File: src/rtl/auto_phase_ctrl.sv
// rtl/auto_phase_ctrl.sv - per-approach signal head controller: green -> yellow -> all-red, plus service flash
//
// Ports:
//   clk       system clock
//   rst_n     asynchronous active-low reset
//   enable    start strobe from the sequencer, only looked at in IDLE
//   clear     synchronous abort / acknowledge, returns to IDLE
//   service   service-mode request (debounced level), flashes yellow
//   done      high while the cycle is complete and awaiting clear
//   verde     green lamp
//   galben    yellow lamp
//   rosu      red lamp
//   sec_left  seconds remaining in the current timed state, 0 otherwise

module auto_phase_ctrl #(
  parameter int unsigned DIV_FACTOR_SEC     = 10000000,
  parameter int unsigned SECUNDE_VERDE      = 25,
  parameter int unsigned SECUNDE_GALBEN     = 3,
  parameter int unsigned SECUNDE_ROSU_CLEAR = 2
) (
  input  logic       clk,
  input  logic       rst_n,
  input  logic       enable,
  input  logic       clear,
  input  logic       service,
  output logic       done,
  output logic       verde,
  output logic       galben,
  output logic       rosu,
  output logic [7:0] sec_left
);

  localparam int unsigned PW = (DIV_FACTOR_SEC > 2) ? $clog2(DIV_FACTOR_SEC) : 1;

  localparam logic [PW-1:0] PRE_LAST = PW'(DIV_FACTOR_SEC - 1);
  localparam logic [PW-1:0] PRE_HALF = PW'(DIV_FACTOR_SEC / 2 - 1);

  localparam logic [7:0] LOAD_VERDE  = 8'(SECUNDE_VERDE);
  localparam logic [7:0] LOAD_GALBEN = 8'(SECUNDE_GALBEN);
  localparam logic [7:0] LOAD_ROSU   = 8'(SECUNDE_ROSU_CLEAR);

  typedef enum logic [2:0] {
    S_IDLE,
    S_VERDE,
    S_GALBEN,
    S_ROSU_CLEAR,
    S_DONE,
    S_SERVICE
  } state_t;

  state_t        state;
  logic [PW-1:0] prescaler;
  logic          blink;
  logic [3:0]    lamps_q;   // {done, verde, galben, rosu}
  logic          tick;

  assign tick = (prescaler == PRE_LAST);
  assign {done, verde, galben, rosu} = lamps_q;

  // Output image of a state; written together with the state register so the
  // lamps always match the state they belong to.
  function automatic logic [3:0] decode(input state_t s, input logic b);
    case (s)
      S_VERDE:   decode = 4'b0100;
      S_GALBEN:  decode = 4'b0010;
      S_DONE:    decode = 4'b1001;
      S_SERVICE: decode = {2'b00, b, 1'b0};
      default:   decode = 4'b0001;
    endcase
  endfunction

  function automatic state_t next_timed(input state_t s);
    case (s)
      S_VERDE:  next_timed = S_GALBEN;
      S_GALBEN: next_timed = S_ROSU_CLEAR;
      default:  next_timed = S_DONE;
    endcase
  endfunction

  function automatic logic [7:0] load_of(input state_t s);
    case (s)
      S_VERDE:  load_of = LOAD_GALBEN;
      S_GALBEN: load_of = LOAD_ROSU;
      default:  load_of = 8'd0;
    endcase
  endfunction

  always_ff @(posedge clk or negedge rst_n) begin
    if (!rst_n) begin
      state     <= S_IDLE;
      prescaler <= '0;
      sec_left  <= 8'd0;
      blink     <= 1'b0;
      lamps_q   <= 4'b0001;
    end else if (clear) begin
      state     <= S_IDLE;
      prescaler <= '0;
      sec_left  <= 8'd0;
      blink     <= 1'b0;
      lamps_q   <= decode(S_IDLE, 1'b0);
    end else if (service) begin
      if (state != S_SERVICE) begin
        state     <= S_SERVICE;
        prescaler <= '0;
        sec_left  <= 8'd0;
        blink     <= 1'b1;
        lamps_q   <= decode(S_SERVICE, 1'b1);
      end else begin
        prescaler <= tick ? '0 : prescaler + PW'(1);
        // Two toggles per prescaler period give a 50% duty 1 Hz flash.
        if (tick || prescaler == PRE_HALF) begin
          blink   <= ~blink;
          lamps_q <= decode(S_SERVICE, ~blink);
        end
      end
    end else begin
      case (state)
        S_IDLE: begin
          prescaler <= '0;
          blink     <= 1'b0;
          if (enable) begin
            state    <= S_VERDE;
            sec_left <= LOAD_VERDE;
            lamps_q  <= decode(S_VERDE, 1'b0);
          end
        end
        S_VERDE, S_GALBEN, S_ROSU_CLEAR: begin
          if (tick) begin
            prescaler <= '0;
            if (sec_left == 8'd1) begin
              state    <= next_timed(state);
              sec_left <= load_of(state);
              lamps_q  <= decode(next_timed(state), 1'b0);
            end else begin
              sec_left <= sec_left - 8'd1;
            end
          end else begin
            prescaler <= prescaler + PW'(1);
          end
        end
        S_DONE: begin
          // Held until clear; enable has no effect here.
          prescaler <= '0;
        end
        S_SERVICE: begin
          // Service request dropped: park in IDLE with red on.
          state     <= S_IDLE;
          prescaler <= '0;
          sec_left  <= 8'd0;
          blink     <= 1'b0;
          lamps_q   <= decode(S_IDLE, 1'b0);
        end
        default: begin
          state     <= S_IDLE;
          prescaler <= '0;
          sec_left  <= 8'd0;
          blink     <= 1'b0;
          lamps_q   <= decode(S_IDLE, 1'b0);
        end
      endcase
    end
  end

endmodule
File: config.mk
export PLATFORM = sky130hd
export DESIGN_NAME = auto_phase_ctrl
export DESIGN_NICKNAME = d
export VERILOG_FILES = /design/src/rtl/auto_phase_ctrl.sv
export SDC_FILE = /design/constraint.sdc
export NUM_CORES = 1
export LEC_CHECK = 0
export ABC_AREA = 0
export CAP_MARGIN = 20
export CORE_AREA = 2 2 54 106
export CTS_BUF_LIST = sky130_fd_sc_hd__clkbuf_4 sky130_fd_sc_hd__clkbuf_8 sky130_fd_sc_hd__clkbuf_16
export CTS_CLUSTER_SIZE = 10
export DETAILED_ROUTE_END_ITERATION = 10
export DIE_AREA = 0 0 56 108
export PLACE_DENSITY = 0.63
export SYNTH_ARGS = -nofsm -noshare
export SYNTH_HDL_FRONTEND = slang
export SYNTH_SLANG_ARGS = --single-unit
File: constraint.sdc
create_clock -name clk -period 2.6 [get_ports clk]
set_clock_uncertainty 0.2 [all_clocks]
set_input_delay 0.52 -clock clk [delete_from_list [all_inputs] [get_ports clk]]
set_output_delay 0.52 -clock clk [all_outputs]
set_load 0.01 [all_outputs]
==> impl_summary.txt, run 1 <==
----------------------------------------------------
[Synthesis]
  Top flip-flop cell by instance count after synthesis ... sky130_fd_sc_hd__dfrtp_1
  Syn_nets ... 270
  Biggest area contributors in the synthesized netlist ... sky130_fd_sc_hd__dfrtp_1, sky130_fd_sc_hd__nor2_1, sky130_fd_sc_hd__xnor2_1
  Fraction of registers with async set or reset after synthesis ... 1.00
  Commonest cells post-synth ... sky130_fd_sc_hd__dfrtp_1, sky130_fd_sc_hd__nor2_1, sky130_fd_sc_hd__nand2_1
  Unique cell type count in the Yosys netlist ... 41
  Number of enable-type register cells in the synthesized netlist ... 0
  Cell taking the most area after synthesis ... sky130_fd_sc_hd__dfrtp_1
  Number of register bits inferred by synthesis ... 40
  Synthesized instance count ... 262
  Share of synthesized area occupied by flip-flops and latches ... 0.442
  Number of warnings reported in the yosys synthesis log ... 0
  Mean instance size in the synthesized netlist ... 8.65 sq um
  Post-synthesis instance area ... 2270 sq um
  Area fraction of the dominant cell type after synthesis ... 0.431

[Placed design]
  Post-placement setup slack ... -0.0378 ns
  Placed wire-length estimate ... 4.50 mm
  Global placement routability congestion ... 0.871
  Number of buffer cells added on primary ports ... 16
  Placed standard-cell area ... 2800 sq um

[Min path]
  Kind of path behind the tightest hold check ... reg -> reg

[Critical path]
  Max Fanout on Critical Path ... 5
  Startpoint type of the worst setup path ... flop
  Type of the worst setup path ... reg -> reg
  Required time worst endpoint ... 2.58 ns
  Critical path data arrival time ... 2.56 ns
  Kind of end point of the critical path ... flop

[Timing]
  RSZ-0062 raised after global routing ... true
  Final-report max-slew violation count ... 0
  Total negative slack for setup checks ... 0 ns
  Post-route worst setup slack ... 0.0168 ns
  Transition time of the tightest slew-check pin ... 0.651 ns
  Count of final hold-check violations ... 0
  Total of endpoints with negative setup slack in the final report ... 0
  Max-slew headroom ... 0.563
  Achievable frequency ... 0.387 GHz
  Final critical-path required period ... 2.58 ns
  Share of the clock period used by the worst path ... 0.994

[Cells and area]
  Post-layout instance area ... 3040 sq um
  Share of layout cells above drive strength 1 ... 0.211
  Area growth, synth to finish ... 34.3%
  Final Core Density ... 0.587
  Ant. Diodes ... 0
  Post-layout net count ... 330
  Fill cell instance count of the final layout ... 484

[Routing]
  Remaining antenna violation count ... 0
  Via count normalized by instance count ... 5.57
  Wire length reported by the detailed router ... 5.98 mm
  Via total after detailed routing ... 2,123
  Remaining DRCs ... 0
  Routed wirelength normalized by instance count ... 15.7 um
  Number of search-and-repair iterations in the first detailed-routing pass ... 4
  Starting DRC count in detailed routing ... 64

[Job]
  Max_cap viols ... 0

[Global route]
  Grt total ovfl ... 0
  Tot GR Track Use ... 0.207
  Wire length of the first global-routing pass ... 9.67 mm
  Maximum number of pins on one net before global-route repair ... 24
  Vias in the first global route ... 2,111
  Antenna violations before repair ... 0

[Clock network]
  Later-pin clock latency in the skew report ... 0.30 ns
  Count of clock tree sinks ... 40
  Clock Tree Root ... sky130_fd_sc_hd__clkbuf_8
  Buffers from clock root to sink, at most ... 2
  Number of buffers added by the clock tree synthesis step ... 5
  H-tree levels ... 2
  Clock tree from TritonCTS ... done
  Clk slew on worst S/H paths ... 0.08 ns

[Floorplanning]
  Standard-cell rows ... 37
  Die height ... 108 um
  Core box area ... 5180 sq um
  Total I/O pin count ... 17
  Width of the die ... 56 um
  Starting Density ... 0.437
  Total die area ... 6050 sq um

[Pwr]
  Power per standard cell area ... 571 nW/um^2
  Worst voltage drop across the vdd grid ... 0.411 mV
  Leakage power summed over all cells ... 1.27 nW
  Power consumption ... 1.74 mW

[Status]
  Run status ... finished, final reports clean

----------------------------------------------------
## cell families (layout without fill, tap and decap cells)
kind of cell	Yosys count	count (layout)	share of synthesized area
simple gates	118	118	0.257
fa+ha+maj	3	3	0.0166
flops	40	40	0.442
mux	4	4	0.0188
compound gates	50	50	0.140
buf+inv	26	87	0.0436
xor+xnor	21	21	0.0812
## report_power, final
group | switching, mW | internal, mW | leakage [nW]
clock | 0.227 | 0.480 | 0.0784
combinational | 0.186 | 0.161 | 0.643
sequential | 0.0358 | 0.649 | 0.545
total | 0.448 | 1.29 | 1.27
## area by class of cell
class / count / area, sq um / area share
Multi-Input combinational cell: 196 / 1230 / 0.403
Tap cell: 58 / 72.6 / 0.0238
Clock buffer: 5 / 68.8 / 0.0226
Sequential cell: 40 / 1000 / 0.329
Inverter: 15 / 56.3 / 0.0185
Clock inverter: 3 / 90.1 / 0.0296
Timing Repair Buffer: 64 / 526 / 0.173
## through the flow
| stage | cells | hold slack [ns] |
|---|---|---|
| after CTS | 380 | 0.324 |
| final | 381 | 0.328 |
| after floorplan | 262 | 0.0244 |
| after global routing | 381 | 0.355 |
| after global placement | 371 | 0.260 |
| after detailed placement | 371 | 0.259 |
## critical path, stage by stage (launching register included)
cell and delay (ns):
sky130_fd_sc_hd__dfrtp_1 0.38, sky130_fd_sc_hd__or3b_1 0.38, sky130_fd_sc_hd__or4_4 0.55, sky130_fd_sc_hd__o311ai_4 0.33, sky130_fd_sc_hd__o31ai_4 0.15, sky130_fd_sc_hd__buf_4 0.17, sky130_fd_sc_hd__o21ai_0 0.20, sky130_fd_sc_hd__o31ai_1 0.10
## layout by cell type (no fill, tap or decap), drive strengths merged, types with 2 or more instances in the layout
master / count
mux2i: 2
a21oi: 15
clkdlybuf4s50: 15
clkbuf: 5
and3: 3
nor4bb: 3
nand4b: 2
mux2: 2
or4: 2
bufinv: 3
nor4: 4
o31ai: 6
a32oi: 2
xnor2: 14
nand2b: 2
ha: 3
buf: 48
nor2: 39
xor2: 7
and4: 2
nor3: 10
or3: 5
o21ai: 18
o211ai: 2
dfrtp: 39
nand4: 4
inv: 14
nand2: 23
nand3: 15
## worst paths after layout
check,startpoint,to,slack (ns),depth (start not counted)
max in group asynchronous,rst_n,lamps_q[0]$_DFFE_PN1P_,1.18,3
max reg2reg,prescaler[18]$_DFF_PN0_,sec_left[7]$_DFFE_PN0P_,0.02,7
max,prescaler[18]$_DFF_PN0_,sec_left[7]$_DFFE_PN0P_,0.02,7
min in group asynchronous,rst_n,state[1]$_DFFE_PN0P_,0.46,2
min reg2reg,blink$_DFFE_PN0P_,blink$_DFFE_PN0P_,0.33,2
min,blink$_DFFE_PN0P_,blink$_DFFE_PN0P_,0.33,2
## state kept, by name (all words and copies together), names as in the netlist
name and flops:
prescaler 24, state 3, blink 1, sec_left 8, lamps_q 4
## repair_timing
action | 4_1_cts | 5_1_grt
endpoints found under the hold margin | 14 | 0
hold buffers | 1 | 0
setup buffers | 0 | 2
pin swaps | 1 | 9
resized for setup | 1 | 14
endpoints found under the setup margin | 3 | 6
## per-layer routing
layer,vias to the layer above,wire length [um],global-route usage
li1,1036,-,-
met1,1025,2120,0.190
met2,45,3500,0.413
met3,17,148,0.0323
met4,0,217,0.119
met5,-,0,0
Note: power is estimated with default switching activity, not from simulation.
==> run 2: changes to the inputs <==
DONT_BUFFER_PORTS = 1   (was default)
HOLD_SLACK_MARGIN = 0.05   (was default)
PLACE_DENSITY = 0.59   (was 0.63)
SETUP_SLACK_MARGIN = 0.5   (was default)
==> impl_summary.txt, run 2 (synthesis results as in run 1) <==
----------------------------------------------------
[Cells and area]
  Post-layout instance area ... 3120 sq um (+2.4%)
  Post-layout net count ... 302 (-8.5%)
  Most frequent cells in the layout ... sky130_fd_sc_hd__dfrtp_1, sky130_fd_sc_hd__buf_4, sky130_fd_sc_hd__nand2_1
  Biggest registers after layout ... prescaler: 24 flops, sec_left: 8 flops, lamps_q: 4 flops
  Max reg flops ... 24 (unchanged)
  Most flops, register ... prescaler
  Non-filler instance count after layout ... 353 (-7.3%)
  Most common cell after layout, fill and taps aside ... sky130_fd_sc_hd__dfrtp_1
  Area growth, synth to finish ... 37.5%
  Ant. Diodes ... 0 (unchanged)
  Share of layout cells above drive strength 1 ... 0.315 (+0.105)

[Critical path]
  Critical path data arrival time ... 2.57 ns (about the same)
  Kind of end point of the critical path ... flop
  Type of the worst setup path ... reg -> reg
  Required time worst endpoint ... 2.64 ns (+0.06 ns)
  Max Fanout on Critical Path ... 4 (-1)
  Startpoint type of the worst setup path ... flop
  Setup slack on the worst flop-to-flop path ... 0.07 ns (+0.05 ns)

[Global route]
  Busiest metal layer after global routing ... met2
  Met1 Resource Use GR ... 0.206 (+0.0161)
  Antenna violations before repair ... 0 (unchanged)
  GR met3 Demand/Resource ... 0.0419 (+0.00957)
  Met2 usage in global routing ... 0.403 (-0.0101)
  Maximum number of pins on one net before global-route repair ... 41 (+71%)
  Grt total ovfl ... 0 (unchanged)
  Wire length of the first global-routing pass ... 9.81 mm (+1.4%)
  Tot GR Track Use ... 0.211 (+0.00324)
  Vias in the first global route ... 2,105 (-0.28%)

[Clock network]
  Later-pin clock latency in the skew report ... 0.30 ns (about the same)
  Clock tree from TritonCTS ... done
  Number of buffers added by the clock tree synthesis step ... 5 (unchanged)
  Clock Tree Root ... sky130_fd_sc_hd__clkbuf_8
  Clk slew on worst S/H paths ... 0.08 ns (about the same)
  H-tree levels ... 2 (unchanged)
  Count of clock tree sinks ... 40 (unchanged)
  Buffers from clock root to sink, at most ... 2 (unchanged)

[Timing]
  Achievable frequency ... 0.395 GHz (+2.2%)
  Count of final hold-check violations ... 0 (unchanged)
  Transition time of the tightest slew-check pin ... 0.603 ns (-0.0479 ns)
  Total of endpoints with negative setup slack in the final report ... 0 (unchanged)
  Share of the clock period used by the worst path ... 0.973 (-0.0210)
  Post-route worst setup slack ... 0.0713 ns (+0.0545 ns)
  Final critical-path required period ... 2.53 ns (-0.0545 ns)
  Max-slew headroom ... 0.595 (+0.0322)
  Final-report max-slew violation count ... 0 (unchanged)
  RSZ-0062 raised after global routing ... true

[Placed design]
  Placed wire-length estimate ... 4.10 mm (-8.8%)
  Inst Count DP ... 332 (-11%)
  Post-placement setup slack ... 0.0916 ns (+0.129 ns)
  Global placement routability congestion ... 0.820 (-5.9%)
  Number of buffer cells added on primary ports ... 0 (-16)
  Placed standard-cell area ... 2510 sq um (-11%)

[Routing]
  Starting DRC count in detailed routing ... 94 (+47%)
  Via count normalized by instance count ... 5.71 (+2.5%)
  Routed wirelength normalized by instance count ... 17.2 um (+9.6%)
  Via total after detailed routing ... 2,017 (-5.0%)
  Number of search-and-repair iterations in the first detailed-routing pass ... 4 (unchanged)
  Remaining antenna violation count ... 0 (unchanged)
  Wire length reported by the detailed router ... 6.08 mm (+1.5%)
  Remaining DRCs ... 0 (unchanged)

[Floorplanning]
  Core box area ... 5180 sq um (unchanged)
  Total die area ... 6050 sq um (unchanged)
  Starting Density ... 0.437 (unchanged)
  Die height ... 108 um (unchanged)
  Total I/O pin count ... 17 (unchanged)
  Standard-cell rows ... 37 (unchanged)
  Width of the die ... 56 um (unchanged)

[Pwr]
  Worst voltage drop across the vdd grid ... 0.529 mV (+29%)
  Power per standard cell area ... 501 nW/um^2 (-12%)
  Leakage power summed over all cells ... 1.19 nW (-6.3%)

[Job]
  Max_cap viols ... 0 (unchanged)

[Status]
  Run status ... finished, final reports clean

[Min path]
  Kind of path behind the tightest hold check ... in -> reg

----------------------------------------------------
==> run 2: layout make-up <==
| class | instances | area, sq um |
|---|---|---|
| Clock inverter | 3 | 42.5 |
| Sequential cell | 40 | 1000 |
| Tap cell | 58 | 72.6 |
| Timing Repair Buffer | 36 | 382 |
| Multi-Input combinational cell | 196 | 1490 |
| Fill cell | 447 | 2070 |
| Inverter | 15 | 56.3 |
| Clock buffer | 5 | 68.8 |
==> run 2: where the power goes <==
part           switching (mW)  leakage [nW]  internal, mW  total (mW)
combinational           0.213         0.587         0.155       0.367
clock                   0.233        0.0541         0.284       0.517
sequential             0.0283         0.545         0.650       0.678
==> run 2: final timing paths <==
check                                             start                      end  cells past startpoint
worst min-delay path                              clear        blink$_DFFE_PN0P_                      1
worst max-delay path            prescaler[22]$_DFF_PN0_  sec_left[6]$_DFFE_PN0P_                      6
worst max register to register  prescaler[22]$_DFF_PN0_  sec_left[6]$_DFFE_PN0P_                      6
worst min register to register        blink$_DFFE_PN0P_        blink$_DFFE_PN0P_                      2
min in group asynchronous                         rst_n  sec_left[0]$_DFFE_PN0P_                      2
max in group asynchronous                         rst_n   lamps_q[0]$_DFFE_PN1P_                      2
==> run 2: metrics by stage <==
stage | util | hold WS [ns] | power (mW) | setup TNS (ns)
finish | 0.601 | 0.113 | 1.56 | 0
detailed placement | 0.483 | 0.0256 | 0.955 | 0
global route | 0.601 | 0.0969 | 1.65 | -0.0245
CTS | 0.535 | 0.0658 | 1.53 | 0
global placement | 0.483 | 0.0255 | 0.953 | 0
floorplan | - | 0.0244 | 0.870 | 0
==> run 2: worst max-delay path, stage by stage (launching register included) <==
cell and delay (ns):
sky130_fd_sc_hd__dfrtp_1 0.38, sky130_fd_sc_hd__or3b_1 0.38, sky130_fd_sc_hd__or4_4 0.56, sky130_fd_sc_hd__o311ai_4 0.28
sky130_fd_sc_hd__o31ai_2 0.15, sky130_fd_sc_hd__or4_1 0.43, sky130_fd_sc_hd__nand3_1 0.10
==> run 2: repair_timing <==
item	in CTS	in global routing
gates resized for setup	20	64
hold endpoints to repair	40	1
pin swaps	5	26
endpoints found under the setup margin	39	39
hold buffers	2	1
setup buffers	3	4
cloned	1	2
==> run 2: layer usage <==
| metal | up-vias | share of wire |
|---|---|---|
| met3 | 21 | 0.031 |
| li1 | 980 | - |
| met4 | 0 | 0.044 |
| met2 | 43 | 0.59 |
| met5 | - | 0 |
| met1 | 973 | 0.34 |
